**src/rtl/bp_mc_bridge_pkg.sv**
```systemverilog
// Shared types for the BlackParrot<->manycore bridge: rx FSM states, a trimmed
// bp_cce_mem_msg_s layout, manycore load info and the mask/size decode result.
package bp_mc_bridge_pkg;

  localparam int unsigned paddr_width_gp    = 40;
  localparam int unsigned cce_data_width_gp = 64;
  localparam logic [31:0] deadbeef_gp       = 32'hDEAD_BEEF;

  typedef enum logic [1:0] {
    e_rx_idle,
    e_rx_cmd,
    e_rx_resp,
    e_rx_ret
  } bp_mc_rx_state_e;

  typedef enum logic [3:0] {
    e_cce_mem_rd    = 4'd0,
    e_cce_mem_wr    = 4'd1,
    e_cce_mem_uc_rd = 4'd2,
    e_cce_mem_uc_wr = 4'd3
  } bp_cce_mem_cmd_type_e;

  typedef enum logic [2:0] {
    e_mem_msg_size_1 = 3'd0,
    e_mem_msg_size_2 = 3'd1,
    e_mem_msg_size_4 = 3'd2,
    e_mem_msg_size_8 = 3'd3
  } bp_mem_msg_size_e;

  typedef struct packed {
    logic [3:0] lce_id;
    logic [2:0] way_id;
  } bp_cce_mem_payload_s;

  typedef struct packed {
    bp_cce_mem_payload_s         payload;
    bp_mem_msg_size_e            size;
    logic [paddr_width_gp-1:0]   addr;
    bp_cce_mem_cmd_type_e        msg_type;
  } bp_cce_mem_msg_header_s;

  typedef struct packed {
    logic [cce_data_width_gp-1:0] data;
    bp_cce_mem_msg_header_s       header;
  } bp_cce_mem_msg_s;

  localparam int unsigned cce_mem_msg_width_gp = $bits(bp_cce_mem_msg_s);

  typedef struct packed {
    logic       is_byte_op;
    logic       is_hex_op;
    logic [1:0] part_sel;
  } bsg_manycore_load_info_s;

  typedef struct packed {
    bp_mem_msg_size_e size;
    logic [1:0]       offset;
    logic             legal;
  } bp_mc_mask_decode_s;

  function automatic logic [31:0] size_mask(bp_mem_msg_size_e size);
    case (size)
      e_mem_msg_size_1: return 32'h0000_00FF;
      e_mem_msg_size_2: return 32'h0000_FFFF;
      default:          return 32'hFFFF_FFFF;
    endcase
  endfunction

endpackage

```
**src/rtl/bp_mc_mask_decode.sv**
```systemverilog
// Combinational decode of a manycore store mask or load info into an access
// size, byte offset within the word and a legality flag.
module bp_mc_mask_decode
  import bp_mc_bridge_pkg::*;
(
  input  logic                    we_i,
  input  logic [3:0]              mask_i,
  input  bsg_manycore_load_info_s load_info_i,
  output bp_mc_mask_decode_s      decode_o
);

  always_comb begin
    decode_o.size   = e_mem_msg_size_4;
    decode_o.offset = 2'd0;
    decode_o.legal  = 1'b1;
    if (we_i) begin
      case (mask_i)
        4'b0001: begin decode_o.size = e_mem_msg_size_1; decode_o.offset = 2'd0; end
        4'b0010: begin decode_o.size = e_mem_msg_size_1; decode_o.offset = 2'd1; end
        4'b0100: begin decode_o.size = e_mem_msg_size_1; decode_o.offset = 2'd2; end
        4'b1000: begin decode_o.size = e_mem_msg_size_1; decode_o.offset = 2'd3; end
        4'b0011: begin decode_o.size = e_mem_msg_size_2; decode_o.offset = 2'd0; end
        4'b1100: begin decode_o.size = e_mem_msg_size_2; decode_o.offset = 2'd2; end
        4'b1111: begin decode_o.size = e_mem_msg_size_4; decode_o.offset = 2'd0; end
        default: decode_o.legal = 1'b0;
      endcase
    end else begin
      if (load_info_i.is_byte_op) begin
        decode_o.size = e_mem_msg_size_1;
      end else if (load_info_i.is_hex_op) begin
        decode_o.size = e_mem_msg_size_2;
      end
      decode_o.offset = load_info_i.part_sel;
    end
  end

endmodule

```
**src/rtl/bp_mc_rx_to_cce.sv**
```systemverilog
// Manycore -> BP receive path: one uncached io_cmd per endpoint request, in order.
// Define BP_MC_RX_TIMEOUT_EN to add a response watchdog (returns 0xDEADBEEF, sets err_o).
module bp_mc_rx_to_cce
  import bp_mc_bridge_pkg::*;
#(
  parameter int unsigned               mc_data_width_p  = 32,
  parameter int unsigned               mc_addr_width_p  = 28,
  parameter logic [paddr_width_gp-1:0] io_base_paddr_p  = '0,
  parameter int unsigned               timeout_cycles_p = 1024
) (
  input  logic                            clk_i,
  input  logic                            reset_n_i,
  input  logic                            in_v_i,
  input  logic [mc_data_width_p-1:0]      in_data_i,
  input  logic [(mc_data_width_p/8)-1:0]  in_mask_i,
  input  logic [mc_addr_width_p-1:0]      in_addr_i,
  input  logic                            in_we_i,
  input  bsg_manycore_load_info_s         in_load_info_i,
  output logic                            in_yumi_o,
  output logic [mc_data_width_p-1:0]      returning_data_o,
  output logic                            returning_v_o,
  output logic [cce_mem_msg_width_gp-1:0] io_cmd_o,
  output logic                            io_cmd_v_o,
  input  logic                            io_cmd_yumi_i,
  input  logic [cce_mem_msg_width_gp-1:0] io_resp_i,
  input  logic                            io_resp_v_i,
  output logic                            io_resp_ready_o,
  output logic                            err_o
);

  bp_mc_rx_state_e      state_q, state_d;
  bp_cce_mem_msg_s      cmd_q, cmd_d;
  logic [1:0]           offset_q, offset_d;
  logic [31:0]          data_q, data_d;
  logic                 bypass_q, bypass_d;
  logic                 err_q, err_d;
  logic                 stale_q;
  logic                 timeout_hit;
  bp_mc_mask_decode_s   dec;
  bp_cce_mem_msg_s      resp_s;
  logic [31:0]          store_data;
  logic [31:0]          load_data;
  logic                 unused_resp;

  bp_mc_mask_decode u_mask_decode (
    .we_i        (in_we_i),
    .mask_i      (in_mask_i),
    .load_info_i (in_load_info_i),
    .decode_o    (dec)
  );

  assign resp_s      = io_resp_i;
  assign unused_resp = ^{resp_s.header, resp_s.data[cce_data_width_gp-1:32]};

  // Store lanes are moved down to bit 0; load data is moved back up to its lane.
  assign store_data = (in_data_i >> {dec.offset, 3'b000}) & size_mask(dec.size);
  assign load_data  = (resp_s.data[31:0] & size_mask(cmd_q.header.size))
                      << {offset_q, 3'b000};

`ifdef BP_MC_RX_TIMEOUT_EN
  localparam int unsigned CntW = $clog2(timeout_cycles_p + 1);

  logic [CntW-1:0] cnt_q, cnt_d;
  logic            stale_d;

  assign timeout_hit = (state_q == e_rx_resp) && !bypass_q && !io_resp_v_i
                       && (cnt_q == CntW'(timeout_cycles_p - 1));

  // A response that shows up after the watchdog fired is swallowed in IDLE.
  always_comb begin
    cnt_d   = cnt_q;
    stale_d = stale_q;
    if (state_q == e_rx_cmd) begin
      cnt_d = '0;
    end else if (state_q == e_rx_resp) begin
      cnt_d = cnt_q + 1'b1;
    end
    if (timeout_hit) begin
      stale_d = 1'b1;
    end else if ((state_q == e_rx_idle) && io_resp_v_i) begin
      stale_d = 1'b0;
    end
  end

  always_ff @(posedge clk_i or negedge reset_n_i) begin
    if (!reset_n_i) begin
      cnt_q   <= '0;
      stale_q <= 1'b0;
    end else begin
      cnt_q   <= cnt_d;
      stale_q <= stale_d;
    end
  end
`else
  localparam int unsigned unused_timeout_lp = timeout_cycles_p;

  assign timeout_hit = 1'b0;
  assign stale_q     = 1'b0;
`endif

  always_comb begin
    state_d  = state_q;
    cmd_d    = cmd_q;
    offset_d = offset_q;
    data_d   = data_q;
    bypass_d = bypass_q;
    err_d    = err_q;
    unique case (state_q)
      e_rx_idle: begin
        if (in_v_i) begin
          cmd_d.header.msg_type = in_we_i ? e_cce_mem_uc_wr : e_cce_mem_uc_rd;
          cmd_d.header.addr     = io_base_paddr_p
                                  | (paddr_width_gp'(in_addr_i) << 2)
                                  | paddr_width_gp'(dec.offset);
          cmd_d.header.size     = dec.size;
          cmd_d.header.payload  = '0;
          cmd_d.data            = in_we_i ? cce_data_width_gp'(store_data) : '0;
          offset_d              = dec.offset;
          data_d                = '0;
          if (dec.legal) begin
            bypass_d = 1'b0;
            state_d  = e_rx_cmd;
          end else begin
            bypass_d = 1'b1;
            err_d    = 1'b1;
            state_d  = e_rx_resp;
          end
        end
      end
      e_rx_cmd: begin
        if (io_cmd_yumi_i) begin
          state_d = e_rx_resp;
        end
      end
      e_rx_resp: begin
        if (bypass_q) begin
          state_d = e_rx_ret;
        end else if (io_resp_v_i) begin
          data_d  = (cmd_q.header.msg_type == e_cce_mem_uc_wr) ? '0 : load_data;
          state_d = e_rx_ret;
        end else if (timeout_hit) begin
          err_d   = 1'b1;
          data_d  = deadbeef_gp;
          state_d = e_rx_ret;
        end
      end
      e_rx_ret: begin
        state_d = e_rx_idle;
      end
      default: begin
        state_d = e_rx_idle;
      end
    endcase
  end

  always_ff @(posedge clk_i or negedge reset_n_i) begin
    if (!reset_n_i) begin
      state_q  <= e_rx_idle;
      cmd_q    <= '0;
      offset_q <= '0;
      data_q   <= '0;
      bypass_q <= 1'b0;
      err_q    <= 1'b0;
    end else begin
      state_q  <= state_d;
      cmd_q    <= cmd_d;
      offset_q <= offset_d;
      data_q   <= data_d;
      bypass_q <= bypass_d;
      err_q    <= err_d;
    end
  end

  assign io_cmd_o         = cmd_q;
  assign io_cmd_v_o       = (state_q == e_rx_cmd);
  assign io_resp_ready_o  = ((state_q == e_rx_resp) && !bypass_q)
                            || ((state_q == e_rx_idle) && stale_q);
  assign in_yumi_o        = (state_q == e_rx_resp) && (bypass_q || io_resp_v_i || timeout_hit);
  assign returning_v_o    = (state_q == e_rx_ret);
  assign returning_data_o = data_q;
  assign err_o            = err_q;

endmodule
```
**config.mk**
```make
export PLATFORM = sky130hd
export DESIGN_NAME = bp_mc_rx_to_cce
export DESIGN_NICKNAME = d
export VERILOG_FILES = /design/src/rtl/bp_mc_bridge_pkg.sv /design/src/rtl/bp_mc_mask_decode.sv /design/src/rtl/bp_mc_rx_to_cce.sv
export SDC_FILE = /design/constraint.sdc
export NUM_CORES = 1
export LEC_CHECK = 0
export ABC_AREA = 1
export BUFFER_PORTS_ARGS = -buffer_cell sky130_fd_sc_hd__buf_2
export CAP_MARGIN = 10
export CORE_AREA = 2 2 134 136
export CTS_BUF_LIST = sky130_fd_sc_hd__clkbuf_16
export CTS_CLUSTER_SIZE = 10
export DETAILED_ROUTE_END_ITERATION = 8
export DIE_AREA = 0 0 136 138
export GPL_TIMING_DRIVEN = 0
export PLACE_DENSITY = 0.66
export SLEW_MARGIN = 20
export SYNTH_ARGS = -nofsm -noshare
export SYNTH_HDL_FRONTEND = slang
export SYNTH_SLANG_ARGS = --single-unit
```
**constraint.sdc**
```tcl
create_clock -name clk_i -period 1.6 [get_ports clk_i]
set_input_delay 0.08 -clock clk_i [delete_from_list [all_inputs] [get_ports clk_i]]
set_output_delay 0.08 -clock clk_i [all_outputs]
set_load 0.005 [all_outputs]
```
==> impl_metrics.json <==
{
  "status": "finished, violations left",
  "violations": "negative setup slack",
  "netlist.area_leader.share": 0.456,
  "ant_nets": 0,
  "yosysUniqueCellTypes": 27,
  "max_freq_mhz": 606,
  "dpl-instance-area_mm2": 0.00715,
  "worstMarginPinSlew_ps": 556,
  "path_class": "flip-flop to flip-flop",
  "path_max_fanout": 8,
  "clock_latency_ps": 350,
  "period_minus_slack_ps": 1650,
  "netlist_instances": 764,
  "ys_ff_latch": 102,
  "fin_ws_ps": -49.7,
  "p_clk_frac": 0.184,
  "min_path_type": "primary input to flip-flop",
  "finalSetupTns_ps": -245,
  "slew_violations": 0,
  "overflow": 0,
  "die_x_um": 136,
  "start_util": 0.319,
  "p_int_w": 0.00722,
  "rsz0062_at_grt": "yes",
  "dieArea_mm2": 0.0188,
  "wirelength_um": 18900,
  "port_buffers": 208,
  "avgSynthCellArea_um2": 7.33,
  "final_nets": 1279,
  "critPathCaptureType": "flip-flop",
  "drive_gt1_frac": 0.344,
  "gp_routability_congestion": 0.902,
  "grt_pass1_wl_um": 28700,
  "hold_viol": 0,
  "fin_area_mm2": 0.00810,
  "clk_pin_slew_worst_paths_ps": 80,
  "holdWs_ps": 53.8,
  "pwr_density_cell_mw_per_mm2": 1500,
  "crit_slowest_cell": "dfrtp_1",
  "preCtsSetupSlack_ps": -343,
  "hpwl_um": 13900,
  "post-route-period-util": 1.03,
  "cts_buffer_depth": 2,
  "max-slew-margin-rel": 0.629,
  "wl_per_cell_um": 14.4,
  "boundaryPins": 347,
  "peakVddDrop_uv": 607,
  "synthTopCellsByArea": "dfrtp_1 46%, nand2_1 22%, buf_4 7.2%",
  "crit_arrival_ps": 1930,
  "insertedDiodeCount": 0,
  "critPathRequiredTime_ps": 1880,
  "switching_share": 0.407,
  "switchingPower_w": 0.00495,
  "clock_sinks": 102,
  "drt_drc_violations_left": 0,
  "root_buffer": "clkbuf_16",
  "maxCapViolCount": 0,
  "core-area_mm2": 0.0175,
  "syn_area_mm2": 0.00560,
  "row_count": 49,
  "finClkSkew_ps": 7.00,
  "path_cells": "inv_2, ha_4, inv_4, or2_4, nand3_4, nor2_4, nand2_4, clkbuf_16, o21ai_1",
  "antenna_found_initial": 0,
  "cts_buffers": 9,
  "cts_tree": "built",
  "yosysSeqAreaShare": 0.456,
  "combPwrFrac": 0.480,
  "dr.pass1.iters": 5,
  "htreeDepth": 3,
  "drt_iter0_markers": 341,
  "track_usage": 0.195,
  "first_global_vias": 5583,
  "viasPerCell": 4.56,
  "startpoint_type": "flip-flop",
  "area_growth_pct": 44.7,
  "p_leak_nw": 4.72,
  "vias": 6012,
  "grt_max_degree": 57,
  "critPathMaxStageDelay_ps": 400,
  "p_seq_frac": 0.336,
  "fp.dieH_um": 138,
  "ys_warn_count": 0,
  "synth_largest_area_cell": "dfrtp_1",
  "setup_violations": 10
}
==> power groups by stage <==
stage	clock [W]	sequential (W)	combinational (W)
after floorplan	0	0.00412	0.00281
after global placement	0	0.00409	0.00494
after detailed placement	0	0.00408	0.00501
after CTS	0.00232	0.00404	0.00542
after global routing	0.00243	0.00420	0.00647
final	0.00224	0.00409	0.00583
==> logic make-up after synthesis <==
logic type               after synthesis  synth area share
AND/OR/NAND/NOR                      425             0.309
buffers and inverters                137             0.135
flip-flops                           102             0.456
AO/OA/AOI/OAI                         95            0.0903
adder cells (fa/ha/maj)                4           0.00894
other                                  1          0.000670
==> synthesized netlist by cell type, drive strengths merged <==
cell type and count:
nor3 2, o211ai 2, clkinv 1, clkbuf 14, a31oi 8, nor2 25
dfrtp 102, nand2 329, nand3 67, or2 2, o21ai 54, ha 4
a21oi 25, inv 44, buf 78, o21bai 6, conb 1
==> layout make-up <==
class,count,area (um2)
Buffer,91,636
Clock buffer,9,225
Clock inverter,7,71.3
Fill cell,1794,9430
Inverter,45,175
Multi-Input combinational cell,576,2610
Sequential cell,102,2550
Tap cell,229,287
Timing Repair Buffer,258,1550
==> registers in the layout, summed over array words and instances, names as in the netlist <==
signal	count
bypass_q	1
err_o	1
io_cmd_o	65
offset_q	1
returning_data_o	32
state_q	2
==> worst max-delay path, delay by kind of cell (launching register included) <==
kind	cells	cell delay, ps
AO/OA/AOI/OAI	1	120
buffers and inverters	3	320
flip-flops	1	400
AND/OR/NAND/NOR	4	550
adder cells (fa/ha/maj)	1	170
==> per-layer routing <==
| metal | vias to the layer above | wire, um | GRT usage |
|---|---|---|---|
| li1 | 2951 | - | - |
| met1 | 2737 | 7830 | 0.256 |
| met2 | 280 | 8770 | 0.308 |
| met3 | 44 | 1580 | 0.0374 |
| met4 | 0 | 721 | 0.0943 |
| met5 | - | 0 | 0 |
==> worst paths after layout <==
path                                     startpoint                               end  slack (ps)  cells past startpoint
hold / removal                        in_data_i[30]          io_cmd_o[76]$_DFFE_PN0P_          50                      5
hold reg to reg            io_cmd_o[84]$_DFFE_PN0P_          io_cmd_o[84]$_DFFE_PN0P_         480                      2
setup reg to reg             state_q[1]$_DFFE_PN0P_   returning_data_o[5]$_DFFE_PN0P_         -50                      9
min in group asynchronous                 reset_n_i  returning_data_o[27]$_DFFE_PN0P_         260                      2
setup / recovery             state_q[1]$_DFFE_PN0P_   returning_data_o[5]$_DFFE_PN0P_         -50                      9
max in group asynchronous                 reset_n_i          io_cmd_o[70]$_DFFE_PN0P_         710                      3
==> metrics by stage <==
| stage | std cells | power, W | utilization |
|---|---|---|---|
| finish | 1317 | 0.0122 | 0.462 |
| global route | 1317 | 0.0131 | 0.462 |
| CTS | 1305 | 0.0118 | 0.449 |
| detailed placement | 1253 | 0.00909 | 0.408 |
| global placement | 1252 | 0.00903 | 0.406 |
| floorplan | 815 | 0.00692 | - |
==> layout by cell type, fill, tap and decap left out, drive strengths merged <==
cell type	n
a21oi	25
bufinv	1
o21bai	6
nand3	67
or2	2
nand2	329
buf	307
ha	4
a31oi	8
clkinvlp	1
clkbuf	22
dfrtp	102
clkinv	3
nor2	25
conb	52
dlygate4sd3	29
nor3	2
o211ai	2
inv	47
o21ai	54
==> what timing repair did <==
action                                  in CTS  in global routing
hold buffers                                29                  0
endpoints found under the setup margin      98                 71
buffers inserted                             7                 11
hold endpoints to repair                    83                  0
gates cloned                                 0                  2
pin swaps                                    3                  7
gates resized for setup                     34                 41
Note: power is estimated with default switching activity, not from simulation.
